==> config.mk <==
export PLATFORM = sky130hd
export DESIGN_NAME = sat_counter
export DESIGN_NICKNAME = d
export VERILOG_FILES = /design/src/rtl/sat_counter.sv
export SDC_FILE = /design/constraint.sdc
export NUM_CORES = 1
export LEC_CHECK = 0
export CAP_MARGIN = 0
export CORE_AREA = 2 2 46 48
export CTS_CLUSTER_DIAMETER = 150
export DETAILED_ROUTE_END_ITERATION = 16
export DIE_AREA = 0 0 48 50
export HOLD_SLACK_MARGIN = 0.15
export PLACE_DENSITY = 0.78
export SLEW_MARGIN = 5
export SYNTH_ARGS = -nofsm -noshare
export SYNTH_HDL_FRONTEND = slang
export SYNTH_SLANG_ARGS = --single-unit
==> constraint.sdc <==
create_clock -name clk -period 2.61 [get_ports clk]
set_input_delay 0.522 -clock clk [delete_from_list [all_inputs] [get_ports clk]]
set_output_delay 0.522 -clock clk [all_outputs]
set_load 0.02 [all_outputs]
==> src/rtl/sat_counter.sv <==
// sat_counter: W-bit up-counter that sticks at all-ones; clr_i wins over inc_i. Ports: clk, rst_n (async low), clr_i, inc_i, count_o.
module sat_counter #(
  parameter int W = 16
) (
  input  logic         clk,
  input  logic         rst_n,
  input  logic         clr_i,
  input  logic         inc_i,
  output logic [W-1:0] count_o
);
  logic [W-1:0] count_q, count_d;
  always_comb count_d = clr_i ? '0 : (inc_i && count_q != '1) ? count_q + W'(1) : count_q;
  always_ff @(posedge clk or negedge rst_n)
    if (!rst_n) count_q <= '0;
    else count_q <= count_d;
  assign count_o = count_q;
endmodule

==> metrics.csv <==
stage,metric,value,unit
cells_and_area,Layout area overhead,25.6,%
global_route,global-route wire length before repair,3510,µm
clocking,hold_buf cts,0,
worst_hold_path,hold_sp,count_o[14],
power_and_ir_drop,switching part of the total,22.8,%
route,DR pass1 iterations,4,
timing,Slew @ Worst Pin,0.732,ns
power_and_ir_drop,share of power burned in registers,56.5,%
die,die area,0.00240,mm²
timing,final setup violating endpoints,0,
worst_setup_path,crit path DAT,2.20,ns
logic_synthesis,"area leader, netlist",dfrtp_1,
timing,fmax,499,MHz
route,vias per cell,5.97,
worst_setup_path,crit-path cells,clkdlybuf4s50_1 > inv_1 > or4_2 > a21oi_1,
clocking,Root Driver,clkbuf_4,
logic_synthesis,Post-synth top cells,"dfrtp_1 (16), a21oi_1 (11), o31ai_1 (7), nand2_1 (6), nand4_1 (6)",
timing,slew margin rel.,51.1,%
cells_and_area,layout cells sized above 1,12.0,%
cells_and_area,fin util,62.2,%
global_route,Total GRT Usage,19.7,%
placement,port bufs,19,
route,WL met3,101,µm
cells_and_area,Total Nets Final,123,
clocking,buffer count from post-CTS setup fixing,0,
power_and_ir_drop,Clock Power Share,36.1,%
worst_setup_path,internal reg-to-reg setup slack,0.64,ns
worst_setup_path,Critical Path Slowest Stage Cell,or4_2,
logic_synthesis,asr flop ratio synth,100,%
logic_synthesis,YS warnings,0,
logic_synthesis,Syn Area/Cell,9.61,µm²
clocking,CTS Buffer Depth,2,
timing,WHS,0.603,ns
placement,GP Congestion,0.799,
timing,RSZ-0062 raised after global routing,false,
route,DRC Markers,0,
route,1st-iter DRT viols,19,
timing,Fin. Hold Viols,0,
worst_setup_path,CP max FO,22,
route,Total Wirelength,2120,µm
worst_hold_path,Hold Crit Depth,2,
route,WL met1,932,µm
logic_synthesis,sequential area share after synthesis,42.5,%
logic_synthesis,Synth Flop Type,dfrtp_1,
route,max layer used,met4,
power_and_ir_drop,share of power burned in combinational logic,7.4,%
route,DR vias,859,
logic_synthesis,"count leader, synth",dfrtp_1,
timing,Max Slew Vio Count,0,
die,core area,0.00190,mm²
global_route,pin count of the biggest net entering global routing,23,
worst_setup_path,Bufs and invs on worst path,2,
cells_and_area,FILL cells,159,
logic_synthesis,Post-synth EDFFs,0,
power_and_ir_drop,P per Cell Area,379,mW/mm²
die,Horiz. Die Dim,48,µm
logic_synthesis,"top cells by area, synth","dfrtp_1 (42%), a21oi_1 (5.8%), o31ai_1 (5.6%)",
worst_setup_path,origin of the critical flop-to-flop path,count_o[0],
clocking,CTS tree,done,
clocking,post_cts resized,0,
die,die height,50,µm
worst_setup_path,Crit. End Element,flop,
global_route,vias in the first global route,796,
die,top-level port count,20,
timing,clk_skew,0.00161,ns
worst_setup_path,worst reg2reg path depth,6,
worst_setup_path,critical path class,input pin to flop,
placement,placed cells,140,
global_route,grt total ovfl,0,
logic_synthesis,Synth Cell Area,942,µm²
worst_setup_path,Critical Path Source Type,input pin,
flow_run,max-cap violation count,0,
worst_setup_path,Worst path max stage delay,0.71,ns
clocking,clock latency on the worst-skew pair,0.28,ns
cells_and_area,final antenna diode count,0,
worst_setup_path,"CP delay by family, top",buffers and inverters,
power_and_ir_drop,power consumption,448,µW
cells_and_area,max FFs per register,16,
route,DRT antenna net count,0,
route,DR WL/cell,14.7,µm
placement,Place WS,0.326,ns
placement,final HPWL from detailed placement,1500,µm
logic_synthesis,post-synth top area share,42.5,%
global_route,number of antenna violations at the first check in global routing,0,
route,Met2 Wirelength,1070,µm
power_and_ir_drop,static leakage,0.464,nW
outcome,status,"complete, no violations",
worst_hold_path,Hold EP,count_o[14],
die,Starting Density,49.5,%
power_and_ir_drop,Int Power,346,µW
die,# rows,16,
clocking,clk sinks,16,
worst_hold_path,classification of the worst-slack hold path,flop to flop,
cells_and_area,Layout Cells excl Fill,144,
cells_and_area,post-route cell area,0.00118,mm²
clocking,# H-tree levels,1,
logic_synthesis,#FFs+latches synth,16,
timing,final worst path period need,2.01,ns
timing,final worst-path cycle share,76.8,%
logic_synthesis,Synth cell types,28,
clocking,CTS Buf Count,3,
timing,total negative slack,0,ns
logic_synthesis,"Net Count, Synth",103,
placement,Placement Cell Area,0.00115,mm²
clocking,clock-pin transition on the worst setup and hold timing paths,0.09,ns
logic_synthesis,Mapped Cells,98,
power_and_ir_drop,Max rail drop VDD,0.249,mV
timing,final setup margin,0.604,ns
worst_setup_path,worst r2r dst,count_o[3],
power_and_ir_drop,Sw Pwr,102,µW
worst_setup_path,worst endpoint required time,2.80,ns
cell usage in the layout, fill, tap and decap left out, types with 3 or more instances in the layout:
cell type | synthesis | layout
clkbuf_4 | 0 | 3
nor2b_1 | 4 | 4
a21oi_1 | 11 | 11
nand3_1 | 3 | 3
nor2_1 | 4 | 4
or4_1 | 5 | 5
nor4_1 | 4 | 4
nand2_1 | 6 | 6
mux2_1 | 4 | 4
inv_1 | 3 | 3
nand4_1 | 6 | 6
clkdlybuf4s50_1 | 0 | 19
o21ai_1 | 3 | 3
dfrtp_1 | 16 | 16
o31ai_1 | 7 | 7
worst max path at each step:
stage / from / end / slack, ns / cells after the start
final: inc_i / count_o[3] / 0.60 / 4
after floorplan: count_o[0] / count_o[15] / 0.73 / 5
after global placement: inc_i / count_o[3] / 0.39 / 4
after detailed placement: inc_i / count_o[3] / 0.33 / 4
after CTS: inc_i / count_o[3] / 0.62 / 4
after global routing: inc_i / count_o[3] / 0.54 / 4
cell type report:
class                   count  area [µm²]  share of cell area [%]
clock buffers               4        36.3                    3.07
inverters                   3        11.3                   0.951
multi-input cells          74         504                    42.6
flip-flops and latches     16         400                    33.8
well taps                  27        33.8                    2.85
repair buffers             20         198                    16.7
worst min-delay path: stages (launching register included):
cell and delay [ns]:
dfrtp_1 0.43, o31ai_1 0.08, a21oi_1 0.06
logic make-up (layout without fill, tap and decap cells):
group	after synthesis	count (layout)	synth area share (%)
AOI/OAI and AO/OA	24	24	16.2
adders and majority gates	1	1	1.33
buffers and inverters	8	27	3.98
DFF	16	16	42.5
muxes	4	4	4.78
and+or+nand+nor	45	45	31.2
routing by layer:
metal  vias to the layer above  GRT usage (%)
met2                        26           31.6
met5                         -              0
met3                         2           4.03
li1                        423              -
met4                         0           3.15
met1                       408           27.4
power by group through the flow:
stage               combinational, mW  clock, mW  sequential, mW
floorplan                      0.0140          0           0.260
global placement               0.0330          0           0.258
detailed placement             0.0335          0           0.258
global route                   0.0371      0.184           0.254
CTS                            0.0336      0.169           0.253
finish                         0.0332      0.162           0.253
Power figures use the tool's default switching activity.
